<file path="src/rtl/axis_mux_pkg.sv">
// Shared types and constants for the two-input AXI-Stream multiplexer.
package axis_mux_pkg;

  localparam int DATA_W = 8;

  localparam logic SEL_S1 = 1'b0;
  localparam logic SEL_S2 = 1'b1;

  typedef struct packed {
    logic [DATA_W-1:0] data;
    logic              last;
  } beat_t;

endpackage

</file>
<file path="src/rtl/axis_skid_buf.sv">
// Two-entry register slice (main + skid) with a registered input ready.
module axis_skid_buf #(
  parameter int W = 9
) (
  input  logic         clk,
  input  logic         reset,
  input  logic [W-1:0] in_beat,
  input  logic         in_valid,
  output logic         in_ready,
  output logic [W-1:0] out_beat,
  output logic         out_valid,
  input  logic         out_ready
);

  logic [W-1:0] main_r;
  logic [W-1:0] skid_r;
  logic         main_valid_r;
  logic         skid_valid_r;
  logic         ready_r;
  logic         in_fire_s;
  logic         out_fire_s;

  assign in_fire_s  = in_valid && ready_r;
  assign out_fire_s = main_valid_r && out_ready;

  // Main/skid occupancy; ready tracks the next-state emptiness of skid so it never depends on out_ready combinationally.
  always_ff @(posedge clk or posedge reset) begin
    if (reset) begin
      main_r       <= '0;
      skid_r       <= '0;
      main_valid_r <= 1'b0;
      skid_valid_r <= 1'b0;
      ready_r      <= 1'b0;
    end else if (!main_valid_r || out_fire_s) begin
      if (skid_valid_r) begin
        main_r       <= skid_r;
        main_valid_r <= 1'b1;
        skid_valid_r <= 1'b0;
      end else begin
        main_valid_r <= in_fire_s;
        if (in_fire_s) begin
          main_r <= in_beat;
        end
      end
      ready_r <= 1'b1;
    end else if (in_fire_s) begin
      skid_r       <= in_beat;
      skid_valid_r <= 1'b1;
      ready_r      <= 1'b0;
    end else begin
      ready_r <= !skid_valid_r;
    end
  end

  assign in_ready  = ready_r;
  assign out_beat  = main_r;
  assign out_valid = main_valid_r;

endmodule

</file>
<file path="src/rtl/axis_mux_2_1.sv">
// Two-input AXI-Stream mux with registered skid-buffer output.
// Optional packet-level source locking: define AXIS_MUX_PKT_LOCK_EN.
module axis_mux_2_1
  import axis_mux_pkg::*;
#(
  parameter int DATA_W = axis_mux_pkg::DATA_W
) (
  input  logic              clk,
  input  logic              reset,
  input  logic              sel,
  input  logic [DATA_W-1:0] s_data_1,
  input  logic              s_valid_1,
  output logic              s_ready_1,
  input  logic              s_last_1,
  input  logic [DATA_W-1:0] s_data_2,
  input  logic              s_valid_2,
  output logic              s_ready_2,
  input  logic              s_last_2,
  output logic [DATA_W-1:0] m_data,
  output logic              m_valid,
  input  logic              m_ready,
  output logic              m_last
);

  logic              act_s;
  logic [DATA_W-1:0] in_data_s;
  logic              in_last_s;
  logic              in_valid_s;
  logic              buf_ready_s;
  logic [DATA_W:0]   out_beat_s;

`ifdef AXIS_MUX_PKT_LOCK_EN
  logic act_r;
  logic boundary_r;

  assign act_s = boundary_r ? sel : act_r;

  // Source is re-sampled from sel only between packets.
  always_ff @(posedge clk or posedge reset) begin
    if (reset) begin
      act_r      <= SEL_S1;
      boundary_r <= 1'b1;
    end else begin
      act_r <= act_s;
      if (in_valid_s && buf_ready_s) begin
        boundary_r <= in_last_s;
      end
    end
  end
`else
  assign act_s = sel;
`endif

  // Route the active slave into the buffer; the idle slave is ignored.
  always_comb begin
    in_data_s  = '0;
    in_last_s  = 1'b0;
    in_valid_s = 1'b0;
    case (act_s)
      SEL_S1: begin
        in_data_s  = s_data_1;
        in_last_s  = s_last_1;
        in_valid_s = s_valid_1;
      end
      SEL_S2: begin
        in_data_s  = s_data_2;
        in_last_s  = s_last_2;
        in_valid_s = s_valid_2;
      end
      default: begin
        in_data_s  = '0;
        in_last_s  = 1'b0;
        in_valid_s = 1'b0;
      end
    endcase
  end

  assign s_ready_1 = buf_ready_s && (act_s == SEL_S1);
  assign s_ready_2 = buf_ready_s && (act_s == SEL_S2);

  axis_skid_buf #(
    .W(DATA_W + 1)
  ) u_skid (
    .clk      (clk),
    .reset    (reset),
    .in_beat  ({in_last_s, in_data_s}),
    .in_valid (in_valid_s),
    .in_ready (buf_ready_s),
    .out_beat (out_beat_s),
    .out_valid(m_valid),
    .out_ready(m_ready)
  );

  assign m_data = out_beat_s[DATA_W-1:0];
  assign m_last = out_beat_s[DATA_W];

endmodule

</file>
<file path="config.mk">
export PLATFORM = sky130hd
export DESIGN_NAME = axis_mux_2_1
export DESIGN_NICKNAME = d
export VERILOG_FILES = /design/src/rtl/axis_mux_pkg.sv /design/src/rtl/axis_skid_buf.sv /design/src/rtl/axis_mux_2_1.sv
export SDC_FILE = /design/constraint.sdc
export NUM_CORES = 1
export LEC_CHECK = 0
export CORE_UTILIZATION = 45
export DETAILED_ROUTE_END_ITERATION = 10
export HOLD_SLACK_MARGIN = 0.06
export PLACE_DENSITY_LB_ADDON = 0.05
export SLEW_MARGIN = 20
export SYNTH_ARGS = -nofsm -noshare
export SYNTH_HDL_FRONTEND = slang
export SYNTH_SLANG_ARGS = --single-unit
</file>
<file path="constraint.sdc">
create_clock -name clk -period 2.5 [get_ports clk]
set_input_delay 0.25 -clock clk [delete_from_list [all_inputs] [get_ports clk]]
set_output_delay 0.25 -clock clk [all_outputs]
set_load 0.02 [all_outputs]
</file>
======== Word level (Yosys, flattened, before mapping) ========
Cells that the tools add are included.
storage, ports and cells
  register bits ........................... 21
  bits of input ports ..................... 24
cells by class
  mux-type cells .......................... 10
  bitwise gates (word level) .............. 2
  reduce and logical (&&, ||, !) cells .... 11
operator list
  kind               number
  $mux 9             2
  $pmux 8 s2         1
  $mux 1             5
  $logic_and 1x1->1  4
  $pmux 1 s2         2
  $reduce_and 2->1   2
  $reduce_bool 2->1  2
  $logic_not 1->1    2
  $not 1->1          2
  $logic_or 1x1->1   1

======== Depth between registers and ports, before layout ========
Gate-level depths: netlist (run 1).
  word-level depth ........................ 5
  mapped depth ............................ 5

======== Modules after synthesis ========
Synthesis (run 1) repeated with hierarchy kept, for this count alone.
second synthesis, totals
  cells, all modules ...................... 71
  area, all modules ....................... 1,138.6 µm²
by module, submodules not included
  module         instances  cells an instance  area each (µm²)
  axis_skid_buf  1          58                 968.4
  axis_mux_2_1   1          13                 170.2

======== Worst setup path before layout (run 1) ========
No wires, ideal clock.
  path kind ............................... input -> register
  start point ............................. input port sel
  end point ............................... register u_skid.main_r[5], in the netlist u_skid.out_beat[5]
  arrival time ............................ 1.171 ns
  slack ................................... 1.204 ns
  stages on the path ...................... 4
  cell sequence ........................... buf_6 mux2_4 mux2_2 mux2_2
between the ends
  word-level cells in the longest chain between the ends .. 5
  elaborated cells on any way between the ends .. 8
  those cells by class .................... 4 x mux; 1 x bitwise; 3 x reduce/logical
ends and longest elaborated chain
  item                         RTL line             RTL
  start: declaration           axis_mux_2_1.sv:10   input logic sel,
  $not 1->1                    axis_mux_2_1.sv:59   case (act_s)
  $pmux 1 s2                   axis_mux_2_1.sv:59
  $logic_and 1x1->1            axis_skid_buf.sv:23  assign in_fire_s = in_valid && ready_r;
  $reduce_bool 2->1 (no line)  n/a
  $reduce_and 2->1 (no line)   n/a
  end signal: assignment       axis_skid_buf.sv:36  main_r <= skid_r;
  end signal: assignment       axis_skid_buf.sv:42  main_r <= in_beat;
  end: declaration             axis_skid_buf.sv:15  logic [W-1:0] main_r;
Several ways; a longest one is shown, not always the timed one. The select of a mux whose other input is x is not followed.
A chain may end at the register's enable or synchronous reset.

======== Final worst setup path (run 1) ========
  start point ............................. input port sel
  end point ............................... output port s_ready_1
between the ends
  word-level cells in the longest chain between the ends .. 2
ends and longest elaborated chain
  item               RTL line            RTL
  $not 1->1          axis_mux_2_1.sv:78  assign s_ready_1 = buf_ready_s && (act_s == SEL_S1);
  $logic_and 1x1->1  axis_mux_2_1.sv:78
  end: declaration   axis_mux_2_1.sv:13  output logic s_ready_1,
No other way between the ends.

==> results of run 1 <==
[final timing paths]
check | slack [ns] | to | cells after the start
worst max-delay path | 0.67 | s_ready_1 | 3
min in group clk | 0.50 | u_skid.skid_r[3]$_DFFE_PP0P_ | 2
worst min register to register | 0.50 | u_skid.skid_r[3]$_DFFE_PP0P_ | 2
worst min-delay path | 0.38 | u_skid.skid_r[0]$_DFFE_PP0P_ | 2
max in group asynchronous | 1.63 | u_skid.skid_r[7]$_DFFE_PP0P_ | 2
worst max register to register | 0.95 | u_skid.out_beat[6]$_DFFE_PP0P_ | 2
[synthesized netlist by cell type]
library cell  count
and2_2            1
clkbuf_1          1
o21ai_4           1
mux2_2           18
nor2b_2           1
dfrtp_1          21
buf_6             2
nand2_1           6
o21ai_0           6
nor2b_1           1
nor2_1            1
and2b_2           1
mux2i_1          11
inv_1             7
nand3b_1          1
mux2_4            3
nand2b_1          1
[cells in the final DEF, fill, tap and decap left out, drive strengths merged]
master	instances
and2b	1
dfrtp	21
nor2	1
mux2	21
o21ai	7
and2	1
clkbuf	4
nand3b	1
buf	3
clkdlybuf4s50	35
inv	7
mux2i	11
nor2b	2
nand2b	1
nand2	6
[state kept, by name (all words and copies together), names as in the netlist]
register	cells
u_skid.out_valid	1
u_skid.out_beat	9
u_skid.in_ready	1
u_skid.skid_r	9
u_skid.skid_valid_r	1
[critical path, stage by stage]
cell and delay [ns]:
clkdlybuf4s50_1 0.49, and2b_2 0.25, clkdlybuf4s50_1 0.59
[layout make-up]
| cell class | count | area (um^2) | share of cell area [%] |
|---|---|---|---|
| clock buffers | 4 | 26.3 | 1.80 |
| inverters | 7 | 26.3 | 1.80 |
| multi-input cells | 52 | 475 | 32.5 |
| flip-flops and latches | 21 | 526 | 36.0 |
| well taps | 28 | 35.0 | 2.40 |
| repair buffers | 38 | 373 | 25.5 |
[metal layers]
metal | share of wire (%) | global-route usage [%] | vias up
li1 | - | - | 357
met1 | 41 | 21.2 | 360
met3 | 5.5 | 3.94 | 4
met4 | 1.9 | 8.33 | 0
met5 | 0 | 0 | -
met2 | 51 | 34.2 | 26
[through the flow]
stage | worst slack, ns | cells
after floorplan | 1.20 | 83
after global placement | 0.496 | 146
after detailed placement | 0.444 | 146
after CTS | 0.660 | 150
after global routing | 0.596 | 150
final | 0.674 | 150
[logic make-up (layout without fill, tap and decap cells)]
logic type | Yosys count | in the layout
muxes | 32 | 32
DFF | 21 | 21
buffers and inverters | 10 | 49
AOI/OAI and AO/OA | 7 | 7
and+or+nand+nor | 13 | 13
[power by group through the flow]
| stage | logic [W] | registers [W] | clock network, W |
|---|---|---|---|
| floorplan | 0.000199 | 0.000593 | 0 |
| global placement | 0.000466 | 0.000526 | 0 |
| detailed placement | 0.000478 | 0.000530 | 0 |
| CTS | 0.000480 | 0.000524 | 0.000165 |
| global route | 0.000511 | 0.000536 | 0.000176 |
| finish | 0.000472 | 0.000524 | 0.000160 |
==> results.json, run 1 <==
{
  "ctsHoldBuffers": 0,
  "layout-drive-gt1-share_pct": 25.4,
  "p_sw_w": 0.000368,
  "hold_slack_ns": 0.383,
  "peakVddDrop_mv": 0.461,
  "via_count": 747,
  "synth_compound_area_share_pct": 4.39,
  "min_period_over_period_pct": 73.0,
  "startpoint": "sel",
  "synth_area_mm2": 0.00105,
  "skew_ns": 0.00287,
  "cts_tree": "yes",
  "firstDrtPassIters": 2,
  "synth_simple_gate_area_share_pct": 6.77,
  "synth_top_family_by_area": "multiplexers",
  "cts_buffers": 3,
  "grt_pass1_vias": 781,
  "drt_iter0_drc": 3,
  "htreeDepth": 1,
  "gp_congestion": 0.694,
  "path_clk_slew_ns": 0.11,
  "min_period_ns": 1.83,
  "power.density_mw_per_mm2": 791,
  "ys_seq_elements": 21,
  "cp-start-kind": "primary input",
  "critical_path_arrival_ns": 1.58,
  "avgSynthCellArea_um2": 12.7,
  "setup.worst_path.end_class": "output port",
  "clk_latency_ns": 0.29,
  "synth_top_area_share_pct": 49.9,
  "synth_fa_ha_area_share_pct": 0,
  "yosysUniqueCellTypes": 17,
  "synthMuxAreaShare_pct": 34.0,
  "via_per_inst": 4.98,
  "post-dp-hpwl_mm": 1.54,
  "n_antenna_cell": 0,
  "grt_max_degree": 22,
  "grt.total_usage_pct": 18.9,
  "die_x_um": 50.4,
  "swShare_pct": 31.9,
  "maxSlewViolCount": 0,
  "status": "finished, final reports clean",
  "fin_total_pwr_w": 0.00116,
  "hold_viol": 0,
  "fin_util_pct": 66.1,
  "die_h_um": 50.4,
  "tns_ns": 0,
  "sequentialPowerShare_pct": 45.3,
  "maxSlewHeadroom_pct": 47.8,
  "syn_to_final_growth_pct": 38.7,
  "synth_area_leaders": "dfrtp_1 50%, mux2_2 19%, mux2i_1 10%, mux2_4 4.3%, o21ai_0 2.9%",
  "worstHoldPathType": "primary input to asynchronous set/reset pin",
  "ctsRootBufferMaster": "clkbuf_4",
  "start_util_pct": 47.6,
  "wl_mm": 2.06,
  "num_io_pins": 36,
  "leakage_nw": 0.643,
  "rsz0062_at_grt": "no",
  "nFillCells": 175,
  "setup_viol": 0,
  "postCtsSetupBuffers": 0,
  "antenna_found_initial": 0,
  "grt_pass1_wl_mm": 3.48,
  "placed_area_mm2": 0.00144,
  "place.port_buffers": 35,
  "ant_nets": 0,
  "pwr-share-clk_pct": 13.8,
  "wl_per_cell_um": 13.7,
  "crit_type": "primary input to output port",
  "design_area_mm2": 0.00146,
  "clock_path_buffers": 2,
  "overflow": 0,
  "fin_nets": 147,
  "syn_nets": 107,
  "drcViolationCount": 0,
  "seq_area_frac_synth_pct": 49.9,
  "critPathRequiredTime_ns": 2.25,
  "p_comb_share_pct": 40.9,
  "p_int_w": 0.000788,
  "die_area_mm2": 0.00254,
  "coreArea_mm2": 0.00221,
  "r2r_start": "u_skid.skid_valid_r$_DFFE_PP0P_",
  "max_freq_ghz": 0.548,
  "worstMarginPinSlew_ns": 0.783,
  "yosys_warnings": 0,
  "synth_cells": 83,
  "synth_largest_area_cell": "dfrtp_1",
  "numClockSinks": 21,
  "maxCapViolCount": 0,
  "synth_xor_area_share_pct": 0,
  "num_rows": 17,
  "crit_fanout": 5,
  "cts_resized": 0
}
Power figures use the tool's default switching activity.
==> run 2, diff against run 1 <==
Settings changed: CORE_UTILIZATION 45 to 44.
Clock period 2.5 ns to 1.9 ns, I/O delays scaled along.
==> run 2 against run 1 <==
Effect of this change: clock power grew 30%; critical path depth up 1; clock-buffer cell count fell by 1; highest routed layer unchanged; total power is 31% higher; combinational power rose by 31%; setup slack worse by 0.58 ns; first-iteration DRC count increased by 100%; via count fell by 0.27%; flip-flop and latch count unchanged; cell count increased by 1.3%; sequential power grew 31%; register-to-register slack lost 0.57 ns.
==> results.json, run 2 (synthesis results as in run 1) <==
{
  "status": "finished, final reports clean",
  "maxSlewViolCount": 0,
  "tns_ns": 0,
  "maxSlewHeadroom_pct": 60.6,
  "numClockSinks": 21,
  "rsz0062_at_grt": "no",
  "critical_path_arrival_ns": 1.62,
  "grt_max_degree": 22,
  "min_period_over_period_pct": 95.3,
  "fin_util_pct": 66.2,
  "hold_slack_ns": 0.209,
  "final_common_cell": "clkdlybuf4s50_1",
  "min_period_ns": 1.81,
  "die_h_um": 50.9,
  "cts_buffers": 3,
  "n_antenna_cell": 0,
  "die_x_um": 50.9,
  "maxCapViolCount": 0,
  "cp-start-kind": "primary input",
  "critPathRequiredTime_ns": 1.71,
  "start_util_pct": 47.2,
  "drcViolationCount": 0,
  "gp_congestion": 0.652,
  "post-dp-hpwl_mm": 1.45,
  "via_per_inst": 4.90,
  "htreeDepth": 1,
  "grt_pass1_wl_mm": 3.51,
  "max_freq_ghz": 0.553,
  "ctsRootBufferMaster": "clkbuf_4",
  "ant_nets": 0,
  "num_io_pins": 36,
  "worstMarginPinSlew_ns": 0.591,
  "grt_pass1_vias": 818,
  "multiInputGateArea_um2": 475,
  "overflow": 0,
  "nFillCells": 171,
  "fin_cells": 152,
  "crit_type": "primary input to output port",
  "path_clk_slew_ns": 0.12,
  "power.density_mw_per_mm2": 1020,
  "syn_to_final_growth_pct": 40.3,
  "num_rows": 17,
  "leakage_nw": 0.655,
  "clk_latency_ns": 0.29,
  "wl_per_cell_um": 12.4,
  "place_ws_ns": 0.0185,
  "seq_area_um2": 526,
  "fin_nets": 149,
  "coreArea_mm2": 0.00223,
  "clock_path_buffers": 2,
  "via_count": 745,
  "drt_iter0_drc": 6,
  "worstHoldPathType": "primary input to asynchronous set/reset pin",
  "place.port_buffers": 35,
  "die_area_mm2": 0.00259,
  "postCtsSetupBuffers": 0,
  "antenna_found_initial": 0,
  "setup_ws_ns": 0.0902,
  "cts_resized": 0,
  "cts_tree": "yes",
  "skew_ns": 0.00423,
  "setup.worst_path.end_class": "output port",
  "crit_fanout": 5,
  "setup_viol": 0,
  "layout-drive-gt1-share_pct": 27.4,
  "wl_mm": 1.89,
  "ctsHoldBuffers": 0,
  "grt.total_usage_pct": 18.0,
  "layout_common_cells": "35 x clkdlybuf4s50_1, 21 x dfrtp_1, 18 x mux2_2",
  "hold_viol": 0,
  "peakVddDrop_mv": 0.637,
  "placed_cells": 148,
  "firstDrtPassIters": 4
}
==> run 2: worst max-delay path, cell delays in order <==
cell	delay, ns
clkdlybuf4s50_1	0.52
buf_4	0.17
and2b_2	0.21
clkdlybuf4s50_1	0.53
==> run 2: power breakdown <==
| part | switching, W | internal [W] | leakage, nW | total, W |
|---|---|---|---|---|
| registers | 0.0000890 | 0.000599 | 0.249 | 0.000688 |
| logic | 0.000259 | 0.000357 | 0.388 | 0.000617 |
| clock network | 0.000130 | 0.0000782 | 0.0177 | 0.000208 |
| total | 0.000479 | 0.00104 | 0.655 | 0.00151 |
==> run 2: cell type report <==
type / instances / share of cell area (%)
clock buffer: 3 / 1.52
clock inverter: 1 / 0.339
inverter: 7 / 1.78
multi-input combinational: 52 / 32.2
sequential: 21 / 35.6
tap: 28 / 2.37
timing repair buffer: 40 / 26.2
==> run 2: through the flow <==
step | instance area [um^2] | total power (W)
final | 1480 | 0.00151
after global routing | 1480 | 0.00162
after CTS | 1480 | 0.00153
after detailed placement | 1450 | 0.00132
after global placement | 1450 | 0.00131
after floorplan | 1050 | 0.00104
==> run 2: worst paths after layout <==
kind	slack [ns]	cells past startpoint	to	startpoint
max	0.09	4	s_ready_1	sel
min	0.21	3	u_skid.skid_r[7]$_DFFE_PP0P_	reset
max reg2reg	0.38	2	u_skid.out_beat[3]$_DFFE_PP0P_	u_skid.skid_valid_r$_DFFE_PP0P_
min reg2reg	0.50	2	u_skid.skid_r[3]$_DFFE_PP0P_	u_skid.skid_r[3]$_DFFE_PP0P_
max in group asynchronous	1.47	3	u_skid.out_beat[1]$_DFFE_PP0P_	reset
min in group clk	0.50	2	u_skid.skid_r[3]$_DFFE_PP0P_	u_skid.skid_r[3]$_DFFE_PP0P_
==> run 2: per-layer routing <==
layer,part of all wire [%],GRT usage [%],vias up,wire (um)
met5,0,0,-,0
met4,0.48,6.94,0,9
met3,4.6,3.27,2,87
met2,50,32.7,22,949
met1,45,20.8,350,840
li1,-,-,371,-
==> RTL edit 1: new RTL, config.mk and constraints of run 1 <==
Change the package constant `DATA_W` from 8 to 12.
--- a/src/rtl/axis_mux_pkg.sv
+++ b/src/rtl/axis_mux_pkg.sv
@@ -1,7 +1,7 @@
 // Shared types and constants for the two-input AXI-Stream multiplexer.
 package axis_mux_pkg;
 
-  localparam int DATA_W = 8;
+  localparam int DATA_W = 12;
 
   localparam logic SEL_S1 = 1'b0;
   localparam logic SEL_S2 = 1'b1;
Interface: changed (resized m_data, s_data_1 and s_data_2); port bits go from 36 to 48. No check against the original RTL was run, so the function may have changed too.
==> RTL edit 1 against run 1 <==
Area after synthesis rose by 40%; clock skew rose by 1.0 ps; non-clock buffer count is 14 higher; sequential power grew 40%; routed wire length up 42%; design area increased by 41%; clock power up 81%; total power is 50% higher; first-iteration DRC count increased to 3.3 times the old value; sequential cell count increased by 8; register-to-register slack got worse by 40 ps; setup slack lost 220 ps; largest power group unchanged; highest routed layer unchanged.
==> RTL edit 1: results (changes against run 1) <==
place_congestion: 0.694  # about the same
critPathSlowestCell: "clkdlybuf4s50_1"
dp_slack_ps: 430  # -13.8 ps
final_antenna_net_count: 0  # unchanged
routed_wl_mm: 2.92  # +42%
io_buffers: 47  # +34%
synth-async-reset-ratio_pct: 100  # unchanged
skew_ps: 3.91  # +1.03 ps
highest_layer: "met4"
drive_gt1_share_pct: 24.3  # -1.1 points
cp_max_fo: 15  # +10
peakVddDrop_uv: 441  # -4.4%
grt_first_pass_wirelength_mm: 4.73  # +36%
num_antenna_cells: 0  # unchanged
cts_buffer_depth: 2  # unchanged
fin_nets: 201  # +37%
fillCellCount: 263  # +50%
synth_top_area_share_pct: 49.1  # -0.77 points
yosys_warnings: 0  # unchanged
antenna_found_initial: 0  # unchanged
critPathArrivalTime_ps: 1790  # +210 ps
status: "finished clean"
drt_iter0_markers: 10  # +7
insertion_delay_ps: 330  # +40 ps
track_usage_pct: 19.1  # +0.17 points
synth_cell_types: 17  # unchanged
cellLeakagePower_uw: 0.000926  # +44%
h-tree-depth: 2  # +1
numCtsBuffers: 5  # +2
place_area_um2: 2000  # +39%
synthTopCellsByArea: "dfrtp_1 49%, mux2_2 14%, mux2i_1 12%, mux2_4 10%, o21ai_0 3.0%"
wl_met2_mm: 1.36  # +29%
firstDrtPassIters: 4  # +2
synth-edff-count: 0  # unchanged
ys_top_cells_by_count: "29 x dfrtp_1, 18 x mux2_2, 17 x mux2i_1, 10 x inv_1, 10 x mux2_4"
cts-resized-gates: 0  # unchanged
met3WireLength_um: 158  # +41%
synth_nets: 149  # +39%
cts_root_buf: "clkbuf_4"
dpl.hpwl_mm: 2.10  # +36%
cts_setup_buffers: 0  # unchanged
ys_seq_area_share_pct: 49.1  # -0.77 points
clk_pin_slew_ps: 90  # -20 ps
drt-met1-wl_mm: 1.34  # +57%
slew_headroom_pct: 60.0  # +12 points
vias: 1031  # +38%
power_density_nw_per_um2: 843  # +6.6%
hp-class: "in2async"
grt_max_degree: 30  # +36%
cpPeakStageDelay_ps: 600
-- RTL edit 1: worst max-delay path: cells and delay by family --
family | cells | cell delay, ps
simple gates | 1 | 160
buf+inv | 3 | 1380
-- RTL edit 1: cells by family after synthesis --
logic type / after synthesis / share of synthesized area, %
DFF: 29 / 49.1
and+or+nand+nor: 16 / 5.33
muxes: 45 / 35.4
AOI/OAI and AO/OA: 10 / 4.15
buffers and inverters: 17 / 6.01
-- RTL edit 1: area by class of cell --
cell class | count | share of cell area (%)
Sequential cell | 29 | 35.3
Multi-Input combinational cell | 71 | 32.2
Timing Repair Buffer | 52 | 25.3
Clock buffer | 7 | 2.68
Tap cell | 44 | 2.68
Inverter | 10 | 1.82
-- RTL edit 1: report_power, final --
part	total, uW	switching (uW)	internal (uW)
logic	711	291	420
clock network	290	158	132
registers	732	97.7	634
-- RTL edit 1: layer usage --
layer / up-vias / track usage, %
met2: 31 / 30.2
met1: 496 / 23.3
met5: - / 0
met3: 8 / 5.24
met4: 0 / 11.2
li1: 496 / -
-- RTL edit 1: per-stage QoR --
step	hold WS [ps]	std cells
floorplan	328	117
global placement	463	206
detailed placement	471	206
CTS	287	213
global route	302	213
finish	285	213
-- RTL edit 1: final timing paths --
kind	start	slack (ps)	cells after the start	end
min in group clk	u_skid.skid_r[9]$_DFFE_PP0P_	490	2	u_skid.skid_r[9]$_DFFE_PP0P_
hold reg to reg	u_skid.skid_r[9]$_DFFE_PP0P_	490	2	u_skid.skid_r[9]$_DFFE_PP0P_
max in group asynchronous	reset	1940	3	u_skid.skid_r[3]$_DFFE_PP0P_
hold / removal	reset	290	3	u_skid.skid_r[8]$_DFFE_PP0P_
setup reg to reg	u_skid.skid_valid_r$_DFFE_PP0P_	910	3	u_skid.out_beat[5]$_DFFE_PP0P_
setup / recovery	sel	460	4	s_ready_2
==> RTL edit 2: new RTL, config.mk and constraints of run 1 <==
Without the edit above. Add a define of `AXIS_MUX_PKT_LOCK_EN`.
--- a/src/rtl/axis_mux_2_1.sv
+++ b/src/rtl/axis_mux_2_1.sv
@@ -1,5 +1,7 @@
 // Two-input AXI-Stream mux with registered skid-buffer output.
 // Optional packet-level source locking: define AXIS_MUX_PKT_LOCK_EN.
+`define AXIS_MUX_PKT_LOCK_EN
+
 module axis_mux_2_1
   import axis_mux_pkg::*;
 #(
Behaviour: not the same (a bounded check fails within 4 cycles, from zero or initial values and one cycle with reset high).
==> RTL edit 2 against run 1 <==
Setup slack worse by 580 ps; count of clock-buffer cells in the layout down 1; critical endpoint unchanged; sequential cell count up 2; area after synthesis up 17%; clock skew up 5.6 ps; design area up 11%; global-route usage up 2.6 points; routed wire length up 33%; first-iteration DRC count rose to 7.0 times the old value; hold slack better by 21 ps.
Power is not compared: it rests on default switching activity, and its combinational part moved more than twofold at a synthesized area within 25%.
==> RTL edit 2: results (changes against run 1) <==
firstDrtPassIters: 4  # +2
ys_top_cells_by_count: "23 x a21oi_1, 22 x dfrtp_1, 16 x nand3b_1, 11 x nand3_1, 9 x and3_1"
place_inst: 179  # +23%
status: "finished clean"
drt_iter0_markers: 21  # +18
synth_cell_types: 24  # +7
antenna_found_initial: 0  # unchanged
ff2ff_setup_slack_ps: 420  # -530 ps
critPathArrivalTime_ps: 2160  # +580 ps
met1_usage_pct: 27.0  # +5.8 points
track_usage_pct: 21.5  # +2.6 points
cts_setup_buffers: 0  # unchanged
slew_headroom_pct: 40.7  # -7.0 points
fillCellCount: 218  # +25%
num_antenna_cells: 0  # unchanged
dpl.hpwl_mm: 1.89  # +22%
io_buffers: 35  # unchanged
cp_max_fo: 9  # +4
cellLeakagePower_uw: 0.000718
routed_wl_mm: 2.73  # +33%
hp-class: "in2async"
cp_top_family: "buffers and inverters"
use_met3_pct: 3.06  # -0.88 points
worstRegToRegCells: 4  # +2
place_congestion: 0.751  # +8.2%
viasPerCell: 5.43  # +9.1%
use_met2_pct: 37.2  # +3.0 points
r2r-end: "u_skid.skid_r[6]$_DFFE_PP0P_"
drc: 0  # unchanged
hold_slack_ps: 404  # +20.7 ps
yosys_warnings: 0  # unchanged
critPathSlowestCell: "clkdlybuf4s50_1"
grt_first_pass_wirelength_mm: 4.44  # +28%
grt.overflow.total: 0  # unchanged
skew_ps: 8.45  # +5.58 ps
clk_pin_slew_ps: 140  # +30 ps
rr_startpoint: "boundary_r$_DFFE_PP1P_"
ys_seq_area_share_pct: 46.7  # -3.2 points
synthTopCellsByArea: "dfrtp_1 45%, nand3b_1 9.7%, a21oi_1 9.3%, mux2i_1 5.7%, and3_1 4.6%"
numCtsBuffers: 3  # unchanged
drive_gt1_share_pct: 11.1  # -14 points
grt_pass1_vias: 964  # +23%
seqCellArea_um2: 577  # +9.8%
cpPeakStageDelay_ps: 610  # +20 ps
synth-async-reset-ratio_pct: 100  # unchanged
drv_slew: 0  # unchanged
cts_root_buf: "clkbuf_4"
insertion_delay_ps: 310  # +20 ps
peakVddDrop_uv: 805
syn_avg_cell_area_um2: 10.3  # -19%
dp_slack_ps: 359  # -84.3 ps
synth_nets: 144  # +35%
vias: 994  # +33%
grt_max_degree: 24  # +9.1%
synth_ff_type: "dfrtp_1"
h-tree-depth: 1  # unchanged
==> RTL edit 2: cell families (layout without fill, tap and decap cells) <==
| logic type | Yosys count | count (layout) | share of synthesized area (%) |
|---|---|---|---|
| muxes | 14 | 14 | 14.8 |
| DFF | 23 | 23 | 46.7 |
| AOI/OAI and AO/OA | 25 | 25 | 10.1 |
| buffers and inverters | 11 | 44 | 4.05 |
| and+or+nand+nor | 47 | 47 | 24.4 |
==> RTL edit 2: final cells by class <==
class                           instances  share of cell area [%]
Clock inverter                          1                   0.307
Sequential cell                        23                    35.4
Inverter                                3                   0.692
Multi-Input combinational cell         86                    37.4
Tap cell                               30                    2.31
Clock buffer                            3                    1.38
Timing Repair Buffer                   37                    22.4
==> RTL edit 2: power by group <==
group,switching [uW],leakage [uW],internal [uW]
clock,117,0.0000177,59.8
sequential,142,0.000264,563
combinational,575,0.000436,549
==> RTL edit 2: per-layer routing <==
layer | vias up | part of all wire [%]
met1 | 474 | 45
met3 | 2 | 3.8
met4 | 0 | 0.55
met2 | 23 | 50
met5 | - | 0
li1 | 495 | -
==> RTL edit 2: worst max-delay path by stage <==
stage,start,end,slack (ps),cells past startpoint
after floorplan,boundary_r$_DFFE_PP1P_,u_skid.skid_r[6]$_DFFE_PP0P_,710,4
after global placement,sel,u_skid.skid_r[6]$_DFFE_PP0P_,370,5
after detailed placement,sel,u_skid.skid_r[6]$_DFFE_PP0P_,360,5
after CTS,boundary_r$_DFFE_PP1P_,s_ready_1,80,3
after global routing,boundary_r$_DFFE_PP1P_,s_ready_1,20,3
final,boundary_r$_DFFE_PP1P_,s_ready_1,90,3
